`config.mk`:
```
export PLATFORM = sky130hd
export DESIGN_NAME = mem_port_arbiter
export DESIGN_NICKNAME = d
export VERILOG_FILES = /design/src/rtl/mem_port_arbiter.sv
export SDC_FILE = /design/constraint.sdc
export NUM_CORES = 1
export LEC_CHECK = 0
export BUFFER_PORTS_ARGS = -buffer_cell sky130_fd_sc_hd__buf_2
export CORE_AREA = 2 2 80 82
export CTS_CLUSTER_DIAMETER = 50
export DETAILED_ROUTE_END_ITERATION = 8
export DIE_AREA = 0 0 82 84
export PLACE_DENSITY = 0.62
export SLEW_MARGIN = 20
export SYNTH_ARGS = -nofsm -noshare
export SYNTH_HDL_FRONTEND = slang
export SYNTH_SLANG_ARGS = --single-unit
```
`constraint.sdc`:
```
create_clock -name clk -period 1.4 [get_ports clk]
set_input_delay 0 -clock clk [delete_from_list [all_inputs] [get_ports clk]]
set_output_delay 0 -clock clk [all_outputs]
set_load 0.005 [all_outputs]
```
`src/rtl/mem_port_arbiter.sv`:
```
// Round-robin arbiter sharing one fixed-latency single-port memory between NUM_REQ requesters.
// Grants one access per cycle, stalls the losers and steers read responses back by id.
module mem_port_arbiter #(
  parameter int unsigned NUM_REQ = 2,
  parameter int unsigned ADDR_W  = 10,
  parameter int unsigned DATA_W  = 32,
  parameter int unsigned RD_LAT  = 2
) (
  input  logic                      clk,
  input  logic                      reset,
  input  logic [NUM_REQ-1:0]        req_valid,
  input  logic [NUM_REQ-1:0]        req_we,
  input  logic [NUM_REQ*ADDR_W-1:0] req_addr,
  input  logic [NUM_REQ*DATA_W-1:0] req_wdata,
  output logic [NUM_REQ-1:0]        fsm_stall,
  output logic [NUM_REQ-1:0]        grant,
  output logic                      mem_en,
  output logic                      mem_we,
  output logic [ADDR_W-1:0]         mem_addr,
  output logic [DATA_W-1:0]         mem_wdata,
  input  logic [DATA_W-1:0]         mem_rdata,
  output logic [NUM_REQ-1:0]        rsp_valid,
  output logic [DATA_W-1:0]         rsp_data
);

  localparam int unsigned IdW = (NUM_REQ > 1) ? $clog2(NUM_REQ) : 1;
  typedef logic [IdW-1:0] id_t;

  localparam logic [IdW:0] NumReqW = (IdW+1)'(NUM_REQ);
  localparam id_t          LastId  = id_t'(NUM_REQ - 1);

  id_t                     rr_ptr_q, rr_ptr_d;
  id_t                     grant_id;
  logic                    any_grant;
  logic [IdW:0]            scan_idx;
  logic [RD_LAT-1:0]       tag_valid_q;
  id_t  [RD_LAT-1:0]       tag_id_q;

  // Scan from rr_ptr upward with explicit wrap so non-power-of-two NUM_REQ works.
  always_comb begin
    grant     = '0;
    grant_id  = '0;
    any_grant = 1'b0;
    scan_idx  = '0;
    if (!reset) begin
      for (int off = 0; off < NUM_REQ; off++) begin
        scan_idx = {1'b0, rr_ptr_q} + (IdW+1)'(off);
        if (scan_idx >= NumReqW) begin
          scan_idx = scan_idx - NumReqW;
        end
        if (!any_grant && req_valid[scan_idx[IdW-1:0]]) begin
          any_grant = 1'b1;
          grant_id  = scan_idx[IdW-1:0];
        end
      end
    end
    if (any_grant) begin
      grant[grant_id] = 1'b1;
    end
  end

  assign fsm_stall = req_valid & ~grant;
  assign mem_en    = any_grant;

  always_comb begin
    mem_we    = 1'b0;
    mem_addr  = '0;
    mem_wdata = '0;
    for (int i = 0; i < NUM_REQ; i++) begin
      if (grant[i]) begin
        mem_we    = req_we[i];
        mem_addr  = req_addr[i*ADDR_W +: ADDR_W];
        mem_wdata = req_wdata[i*DATA_W +: DATA_W];
      end
    end
  end

  always_comb begin
    rr_ptr_d = rr_ptr_q;
    if (any_grant) begin
      rr_ptr_d = (grant_id == LastId) ? '0 : grant_id + id_t'(1);
    end
  end

  always_ff @(posedge clk) begin
    if (reset) begin
      rr_ptr_q <= '0;
    end else begin
      rr_ptr_q <= rr_ptr_d;
    end
  end

  // Tag pipeline: one {valid,id} entry per cycle, exits exactly when mem_rdata is valid.
  always_ff @(posedge clk) begin
    if (reset) begin
      tag_valid_q <= '0;
      tag_id_q    <= '0;
    end else begin
      tag_valid_q[0] <= mem_en & ~mem_we;
      tag_id_q[0]    <= grant_id;
      for (int i = 1; i < RD_LAT; i++) begin
        tag_valid_q[i] <= tag_valid_q[i-1];
        tag_id_q[i]    <= tag_id_q[i-1];
      end
    end
  end

  always_comb begin
    rsp_valid = '0;
    if (!reset && tag_valid_q[RD_LAT-1]) begin
      rsp_valid[tag_id_q[RD_LAT-1]] = 1'b1;
    end
  end

  assign rsp_data = mem_rdata;

endmodule

```
==> qor.csv, run 1 <==
metric,value,unit
fraction of layout cells with a size suffix above 1,0.584,
final core occ,0.281,
most numerous cell in the Yosys netlist,nor2_1,
"CTS clk-pin slew, worst paths",0.04,ns
kind of critical path,reg -> out,
DR DRC count,0,
critical path's largest stage delay,0.34,ns
crit start category,flip-flop,
Post-DRT Antenna Nets,0,
Register-to-Register Path Depth,4,
total gr overflow,0,
total of fill cells in the finished design,689,
Synth Area per Inst,7.35,um2
Post-Syn Nets,285,
Post-synth ARST share,0,
FF/Latch Area,101,um2
largest net degree at the start of global routing,29,
worst path bufs/invs,2,
Ports,204,
Arrival @ worst endpoint,1.31,ns
Setup Skew,0.00312,ns
Post-Synthesis Cells,163,
Yosys top cell area share,0.314,
Max clock buf depth,2,
Placeable Area,0.00610,mm2
Initial DRT Pass Iterations,4,
power density over cell area,537,mW/mm2
Worst-Skew Late Latency,0.23,ns
die width,82,um
CP cell instances,nand2b_4 -> buf_12 -> a32oi_1 -> nor2_1 -> buf_2,
Crit. End Element,output port,
total CTS buffers,3,
initial antenna violation count,0,
"slowest stage cell, crit path",dfxtp_2,
sequential element share of the synthesized area,0.0835,
worst hold-check path type,in -> out,
RR Endpoint,tag_valid_q[0],
status,"complete, no violations",
Reg2Reg Launch Point,rr_ptr_q,
setup_tns,0,ns
Vias/cell,4.69,
synthesized flop and latch total,5,
max_slew headroom,0.705,
CTS tree,done,
flop-to-flop setup slack,0.35,ns
Max Slew Vio Count,0,
# rows,29,
"Primary FF master, synth",dfxtp_1,
Final Net Count,385,
# setup viols final,0,
cell taking the most area after synthesis,a32oi_1,
Routability Congestion,0.655,
Leakage,0.930,nW
WL/cell,12.4,um
VDD IR max,0.413,mV
Setup Buffers After CTS,0,
Area Growth Syn to Fin,42.9,%
"EDFF count, synth",0,
Final Hold Viols,0,
"Largest delay share family, worst path",flip-flops,
vias in the first global route,1508,
Yosys warning total,0,
Setup crit end,mem_wdata[9],
number of cells on the critical path,5,
Final HPWL DP,3300,um
Post-Route WL,4200,um
Initial Util,0.197,
DRT iter0 DRCs,53,
first-pass GRT wire length,6370,um
Crit. Startpoint,rr_ptr_q,
area of the multi-input gates,666,um2
dominant cells by area after synthesis,"a32oi_1 (31%), buf_4 (21%), nor2_1 (15%)",
Die H,84,um
Root Driver,clkbuf_8,
Max Fclk,763,MHz
library cells used by synthesis,21,
htree depth,1,
Mapped Area,0.00120,mm2
Max Cap Viol,0,
antenna cells,0,
min Tclk post-route,1.31,ns
worst path required time,1.40,ns
GRT Total Usage,0.113,
clock tree sinks,5,
final worst-path cycle share,0.936,
RSZ-0062 raised after global routing,no,
detailed-route via count,1589,
critical-path maximum fanout,25,
I/O Buffers,139,
Worst Tran Pin Value,0.443,ns
Die ar.,0.00689,mm2
list of most frequent post-synthesis cells,"nor2_1 (48), a32oi_1 (43), buf_4 (33)",
[stage by stage]
step | instance area, um2 | total power [W] | setup slack (ns) | cells | hold WS (ns)
final | 1710 | 0.000920 | 0.0895 | 339 | 0.00000225
after floorplan | 1200 | 0.000499 | 0.420 | 163 | 0.0808
after global placement | 1640 | 0.000633 | 0.232 | 334 | 0.0000346
after global routing | 1710 | 0.000996 | 0.0154 | 339 | 0.00000796
after CTS | 1710 | 0.000930 | 0.0489 | 339 | 0.0000346
after detailed placement | 1640 | 0.000642 | 0.206 | 334 | 0.0000346
[logic make-up (layout without fill, tap and decap cells)]
family / count (synthesis) / after routing / share of synthesized area
AO/OA/AOI/OAI: 48 / 48 / 0.357
buffers and inverters: 53 / 152 / 0.367
flip-flops: 5 / 5 / 0.0835
AND/OR/NAND/NOR: 57 / 57 / 0.192
[routing by layer]
layer,track usage,share of wire,up-vias
met1,0.122,0.37,706
li1,-,-,772
met5,0,0,-
met3,0.0130,0.093,25
met4,0.0788,0.039,0
met2,0.198,0.50,86
[power breakdown]
group	switching [W]	internal (W)	total, W
Sequential	0.00000514	0.000152	0.000157
Clock	0.0000811	0.000192	0.000273
Combinational	0.000234	0.000255	0.000490
[cells in the final DEF, fill, tap and decap left out]
master         count
buf_12             3
nor3b_1            1
a21boi_1           1
o31ai_1            1
dlygate4sd3_1      1
and2_1             1
nand2b_4           1
a21boi_0           1
o211a_1            1
clkbuf_8           3
buf_4              3
nor2b_1            2
nor2_1            48
a32oi_1           43
buf_2            139
inv_1              1
dfxtp_1            4
dfxtp_2            1
buf_6              1
nand2_1            3
and3_1             1
clkinv_2           1
a21boi_4           1
[cell type report]
| type | count | share of cell area |
|---|---|---|
| flip-flops and latches | 5 | 0.0592 |
| clock inverters | 1 | 0.00292 |
| well taps | 77 | 0.0562 |
| multi-input cells | 105 | 0.389 |
| clock buffers | 3 | 0.0241 |
| repair buffers | 147 | 0.467 |
| inverters | 1 | 0.00219 |
[state kept, by name, summed over array words and instances, names as in the netlist]
register / count
tag_id_q: 2
tag_valid_q: 2
rr_ptr_q: 1
[worst min path at each step]
stage                       start      endpoint  slack, ns  depth (start not counted)
global placement    mem_rdata[11]  rsp_data[11]    0.00003                          0
global route        mem_rdata[17]  rsp_data[17]   0.000008                          0
CTS                 mem_rdata[11]  rsp_data[11]    0.00003                          0
finish              mem_rdata[21]  rsp_data[21]   0.000002                          0
detailed placement  mem_rdata[11]  rsp_data[11]    0.00003                          0
floorplan            mem_rdata[0]   rsp_data[0]       0.08                          1
[what timing repair did]
| item | 4_1_cts | 5_1_grt |
|---|---|---|
| hold buffers | 1 | 0 |
| hold endpoints to repair | 1 | 0 |
| gates cloned | 0 | 0 |
| endpoints found under the setup margin | 35 | 16 |
| gates resized for setup | 2 | 2 |
No activity file was read; power rests on OpenSTA's default activity.
==> inputs of run 2 (changes only) <==
--- a/config.mk
+++ b/config.mk
@@ -5,12 +5,14 @@
 export SDC_FILE = /design/constraint.sdc
 export NUM_CORES = 1
 export LEC_CHECK = 0
+export ABC_AREA = 1
 export BUFFER_PORTS_ARGS = -buffer_cell sky130_fd_sc_hd__buf_2
 export CORE_AREA = 2 2 80 82
+export CTS_BUF_LIST = sky130_fd_sc_hd__clkbuf_8
 export CTS_CLUSTER_DIAMETER = 50
 export DETAILED_ROUTE_END_ITERATION = 8
 export DIE_AREA = 0 0 82 84
-export PLACE_DENSITY = 0.62
+export PLACE_DENSITY = 0.59
 export SLEW_MARGIN = 20
 export SYNTH_ARGS = -nofsm -noshare
 export SYNTH_HDL_FRONTEND = slang
==> run 2 against run 1 <==
Compared with the run above:
- clock power fell by 5%
- die area did not move
- non-clock buffer count fell by 6
- global-route usage fell by 2.2 points
- clock skew barely moved
- sequential share of layout area rose by 0.33 points
- synthesized cell count rose by 24%
- core utilization fell by 1.8 points
- via count fell by 6.0%
- largest cell class unchanged
- worst setup slack got worse by 0.010 ns
- area after synthesis fell by 15%
==> qor.csv, run 2 <==
metric,value,unit,change
Post-Route WL,3700,um,-12%
Synth Area per Inst,5.05,um2,-31%
Placeable Area,0.00610,mm2,unchanged
vias in the first global route,1241,,-18%
Routability Congestion,0.663,,+1.3%
Max Cap Viol,0,,unchanged
"Primary FF master, synth",dfxtp_1,,
Mapped Area,0.00102,mm2,-15%
Post-Synthesis Cells,202,,+24%
Yosys warning total,0,,unchanged
die width,82,um,unchanged
Final Net Count,431,,+12%
dominant cells by area after synthesis,"nand2_1 (49%), buf_4 (26%), dfxtp_1 (9.8%)",,
largest registers,"tag_id_q (2), tag_valid_q (2), rr_ptr_q (1)",,
first-pass GRT wire length,5080,um,-20%
"slowest stage cell, crit path",dfxtp_1,,
DRT iter0 DRCs,28,,-47%
met2 Usage GRT,0.185,,-0.0133
worst path required time,1.40,ns,about the same
GRT Total Usage,0.0910,,-0.0221
"EDFF count, synth",0,,unchanged
CP most frequent cell,nand2_1,,
Vias/cell,3.88,,-17%
Initial Util,0.167,,-0.0291
"commonest non-fill, non-tap cells in the layout","buf_2 (139), nand2_1 (133), inv_1 (8), nor2_1 (7), dfxtp_1 (5)",,
Root Driver,clkbuf_8,,
cell taking the most area after synthesis,nand2_1,,
Arrival @ worst endpoint,1.32,ns,about the same
Setup crit end,mem_wdata[13],,
global-route track usage on met3,0.0195,,+0.00649
critical path's largest stage delay,0.32,ns,-0.02 ns
M1 GR Usage,0.0801,,-0.0419
worst hold-check path type,in -> out,,
Hold Crit Start,mem_rdata[25],,
Setup WS post-layout,0.0792,ns,-0.0103 ns
hold buffers post-CTS,0,,-1
library cells used by synthesis,13,,-38%
RR Endpoint,tag_valid_q[0],,
Worst-Skew Late Latency,0.22,ns,about the same
list of most frequent post-synthesis cells,"nand2_1 (133), buf_4 (36), inv_1 (7), nor2_1 (7), dfxtp_1 (5)",,
area of the multi-input gates,571,um2,-14%
VDD IR max,0.391,mV,-5.4%
synthesized flop and latch total,5,,unchanged
WL/cell,9.61,um,-22%
crit start category,flip-flop,,
CTS tree,done,,
# rows,29,,unchanged
Final Hold Viols,0,,unchanged
flop-to-flop setup slack,0.44,ns,+0.09 ns
fraction of layout cells with a size suffix above 1,0.494,,-0.0905
busiest grt layer,met2,,
FF/Latch Area,100,um2,-1.2%
Area Growth Syn to Fin,56.9,%,
Reg2Reg Launch Point,rr_ptr_q,,
Setup Skew,0.00298,ns,-0.000135 ns
Die H,84,um,unchanged
power density over cell area,540,mW/mm2,+0.55%
largest net degree at the start of global routing,45,,+55%
Post-synth ARST share,0,,unchanged
final hold slack,0.00000143,ns,-0.000000822 ns
DR DRC count,0,,unchanged
kind of critical path,reg -> out,,
detailed-route via count,1493,,-6.0%
initial antenna violation count,0,,unchanged
Post-Syn Nets,324,,+14%
Initial DRT Pass Iterations,4,,unchanged
Register-to-Register Path Depth,7,,+3
Max Fclk,757,MHz,-0.78%
Crit. End Element,output port,,
total gr overflow,0,,unchanged
"commonest non-fill, non-tap cell in the layout",buf_2,,
total of fill cells in the finished design,703,,+2.0%
Leakage,1.13,nW,+21%
RSZ-0062 raised after global routing,yes,,
clock tree sinks,5,,unchanged
Worst Tran Pin Value,0.234,ns,-0.209 ns
Post-DRT Antenna Nets,0,,unchanged
sequential element share of the synthesized area,0.0980,,+0.0145
final worst-path cycle share,0.943,,+0.00735
antenna cells,0,,unchanged
total CTS buffers,3,,unchanged
# setup viols final,0,,unchanged
"worst slack, placed",0.198,ns,-0.00802 ns
Yosys top cell area share,0.489,,+0.175
critical-path maximum fanout,20,,-20%
I/O Buffers,139,,unchanged
"CTS clk-pin slew, worst paths",0.04,ns,about the same
CP cell instances,inv_1 -> nand2_1 -> nand2_2 -> inv_2 -> buf_8 -> nand2_1 -> nand2_1 -> buf_2,,
Max Slew Vio Count,0,,unchanged
Max clock buf depth,2,,unchanged
htree depth,1,,unchanged
Final HPWL DP,2890,um,-12%
Die ar.,0.00689,mm2,unchanged
min Tclk post-route,1.32,ns,+0.0103 ns
max_slew headroom,0.842,,+0.138
Setup Buffers After CTS,0,,unchanged
Ports,204,,unchanged
most numerous cell in the Yosys netlist,nand2_1,,
status,"complete, no violations",,
Crit. Startpoint,rr_ptr_q,,
## run 2: changes by cell type after synthesis, sizes merged, moves of 2 or more
cell         change
a21boi           -3
buf              -5
nor2b            -2
inv              +9
clkbuf           -5
nand2          +133
a32oi           -43
nor2            -40
dlygate4sd1      -2
## run 2: how the worst min path moves through the flow
stage | cells past startpoint | to | slack, ns
3_3_place_gp | 0 | rsp_data[16] | 0.00003
6_report | 0 | rsp_data[25] | 0.000001
5_1_grt | 0 | rsp_data[13] | 0.000009
2_1_floorplan | 1 | rr_ptr_q | 0.07
4_1_cts | 0 | rsp_data[16] | 0.00003
3_5_place_dp | 0 | rsp_data[16] | 0.00003
## run 2: layout make-up
type / count / share of cell area
Clock inverter: 1 / 0.00234
Multi-Input combinational cell: 147 / 0.356
Timing Repair Buffer: 141 / 0.456
Tap cell: 77 / 0.0602
Timing Repair inverter: 1 / 0.00547
Inverter: 10 / 0.0312
Sequential cell: 5 / 0.0625
Clock buffer: 3 / 0.0258
## run 2: critical path: cells and delay by family, from the launching register on
family	cells	cell delay (ns)
buffers and inverters	4	0.46
flip-flops	1	0.32
AND/OR/NAND/NOR	4	0.32
## run 2: report_power, final
| part | internal [W] | switching [W] | total (W) |
|---|---|---|---|
| Combinational | 0.000226 | 0.000225 | 0.000452 |
| Sequential | 0.000152 | 0.00000276 | 0.000155 |
| Clock | 0.000188 | 0.0000702 | 0.000258 |
## run 2: metrics by stage
stage               utilization  instance area, um2  power [W]  setup TNS, ns  std cells
floorplan                     -                1020   0.000431              0        202
detailed placement        0.248                1510   0.000588              0        380
global route              0.263                1600   0.000952       -0.00879        385
finish                    0.263                1600   0.000865              0        385
CTS                       0.256                1560   0.000855              0        384
global placement          0.248                1510   0.000585              0        380
## run 2: logic make-up (layout without fill, tap and decap cells)
| kind of cell | count (synthesis) | after routing | synth area share |
|---|---|---|---|
| AO/OA/AOI/OAI | 2 | 2 | 0.00979 |
| AND/OR/NAND/NOR | 145 | 145 | 0.544 |
| buffers and inverters | 50 | 156 | 0.348 |
| flip-flops | 5 | 5 | 0.0980 |
## run 2: per-layer routing
metal	part of all wire	vias to the layer above	wire length [um]
met5	0	-	0
met3	0.12	14	430
met4	0.022	0	82
met1	0.35	612	1290
li1	-	775	-
met2	0.51	92	1890
## run 2: timing repair
action,CTS,global route
endpoints found under the setup margin,42,42
endpoints found under the hold margin,0,0
gates resized for setup,1,8
cloned,0,1
==> inputs of run 3 (changes only) <==
--- a/config.mk
+++ b/config.mk
@@ -12,6 +12,7 @@
 export CTS_CLUSTER_DIAMETER = 50
 export DETAILED_ROUTE_END_ITERATION = 8
 export DIE_AREA = 0 0 82 84
+export MAX_ROUTING_LAYER = met4
 export PLACE_DENSITY = 0.59
 export SLEW_MARGIN = 20
 export SYNTH_ARGS = -nofsm -noshare
==> run 3 against run 2 <==
Compared with the run above:
- flip-flop and latch count unchanged
- clock power is essentially flat
- die area unchanged
- critical path type unchanged
- critical endpoint unchanged
- largest cell class unchanged
- largest power group unchanged
==> qor.csv, run 3 (same netlist as run 2, synthesis figures left out) <==
metric,value,unit,change
status,"complete, no violations",,
GRT Total Usage,0.0935,,+0.00244
kind of critical path,reg -> out,,
total gr overflow,0,,unchanged
I/O Buffers,139,,unchanged
Final HPWL DP,2890,um,unchanged
CTS tree,done,,
Max Cap Viol,0,,unchanged
vias in the first global route,1241,,unchanged
worst path required time,1.40,ns,about the same
Post-DRT Antenna Nets,0,,unchanged
Die H,84,um,unchanged
Ports,204,,unchanged
worst hold-check path type,in -> out,,
fraction of layout cells with a size suffix above 1,0.494,,unchanged
clock tree sinks,5,,unchanged
Post-Route WL,3690,um,-0.43%
first-pass GRT wire length,5080,um,unchanged
fin area,0.00160,mm2,unchanged
Leakage,1.13,nW,unchanged
Initial Util,0.167,,unchanged
crit start category,flip-flop,,
max_slew headroom,0.843,,about the same
Root Driver,clkbuf_8,,
worst path bufs/invs,4,,unchanged
"commonest non-fill, non-tap cells in the layout","buf_2 (139), nand2_1 (133), inv_1 (8), nor2_1 (7), dfxtp_1 (5)",,
power density over cell area,540,mW/mm2,about the same
antenna cells,0,,unchanged
total CTS buffers,3,,unchanged
Die ar.,0.00689,mm2,unchanged
VDD IR max,0.390,mV,-0.20%
die width,82,um,unchanged
"Largest delay share family, worst path",buffers and inverters,,
htree depth,1,,unchanged
final worst-path cycle share,0.942,,-0.00102
initial antenna violation count,0,,unchanged
critical path's largest stage delay,0.32,ns,about the same
RSZ-0062 raised after global routing,yes,,
Area Growth Syn to Fin,56.9,%,unchanged
DR DRC count,0,,unchanged
# rows,29,,unchanged
hold buffers post-CTS,0,,unchanged
Setup Skew,0.00312,ns,+0.000135 ns
CP most frequent cell,nand2_1,,
# setup viols final,0,,unchanged
Crit. End Element,output port,,
min Tclk post-route,1.32,ns,-0.00142 ns
placed instance area,0.00151,mm2,unchanged
Final Hold Viols,0,,unchanged
largest registers,"tag_id_q (2), tag_valid_q (2), rr_ptr_q (1)",,
detailed-route via count,1489,,-0.27%
final hold slack,0.00000143,ns,unchanged
"slowest stage cell, crit path",dfxtp_1,,
critical-path maximum fanout,20,,unchanged
Final Net Count,431,,unchanged
WL/cell,9.57,um,-0.43%
"CTS clk-pin slew, worst paths",0.04,ns,about the same
Routability Congestion,0.670,,+0.93%
Initial DRT Pass Iterations,2,,-2
Vias/cell,3.87,,-0.27%
Max clock buf depth,2,,unchanged
Placeable Area,0.00610,mm2,unchanged
Max Fclk,758,MHz,+0.11%
largest net degree at the start of global routing,45,,unchanged
Setup Buffers After CTS,0,,unchanged
DRT iter0 DRCs,27,,-3.6%
Max Slew Vio Count,0,,unchanged
CP cell instances,inv_1 -> nand2_1 -> nand2_2 -> inv_2 -> buf_8 -> nand2_1 -> nand2_1 -> buf_2,,
"commonest non-fill, non-tap cell in the layout",buf_2,,
Worst Tran Pin Value,0.234,ns,-0.000140 ns
Arrival @ worst endpoint,1.32,ns,about the same
Worst-Skew Late Latency,0.22,ns,about the same
## run 3: cell counts in the layout (fill, tap and decap cells not counted)
No cell type changed its count.
## run 3: power by group
part,switching (W),total [W],internal [W],leakage [nW]
Sequential,0.00000279,0.000155,0.000152,0.0413
Clock,0.0000698,0.000258,0.000188,0.0269
Combinational,0.000225,0.000452,0.000226,1.06
Total,0.000298,0.000864,0.000567,1.13
## run 3: layer usage
metal / wire length (um) / part of all wire / GRT usage
met5: 0 / 0 / -
met4: 82 / 0.022 / 0.0409
met3: 415 / 0.11 / 0.0173
met2: 1880 / 0.51 / 0.185
met1: 1310 / 0.35 / 0.0814
## run 3: final cells by class
| cell class | instances | area [um2] |
|---|---|---|
| inverters | 10 | 50.0 |
| flip-flops and latches | 5 | 100 |
| repair inverters | 1 | 8.76 |
| multi-input cells | 147 | 571 |
| well taps | 77 | 96.3 |
| fillers | 703 | 4490 |
| repair buffers | 141 | 731 |
| clock inverters | 1 | 3.75 |
| clock buffers | 3 | 41.3 |
## run 3: final timing paths
kind             startpoint             end  slack (ns)  depth (start not counted)
min reg2reg  tag_valid_q[0]  tag_valid_q[1]        0.39                          2
max                rr_ptr_q   mem_wdata[13]        0.08                          8
min           mem_rdata[25]    rsp_data[25]    0.000001                          0
max reg2reg        rr_ptr_q  tag_valid_q[0]        0.44                          7
## run 3: stage by stage
step / util / total power [W] / setup slack [ns] / std cells / TNS, ns
floorplan: - / 0.000431 / 0.518 / 202 / 0
global placement: 0.248 / 0.000585 / 0.190 / 380 / 0
detailed placement: 0.248 / 0.000588 / 0.198 / 380 / 0
CTS: 0.256 / 0.000855 / 0.0227 / 384 / 0
global route: 0.263 / 0.000952 / -0.00879 / 385 / -0.00879
finish: 0.263 / 0.000864 / 0.0806 / 385 / 0
## run 3: timing repair
action	CTS	global route
hold endpoints to repair	0	0
gates resized for setup	1	8
cloned	0	1
setup endpoints to repair	42	42
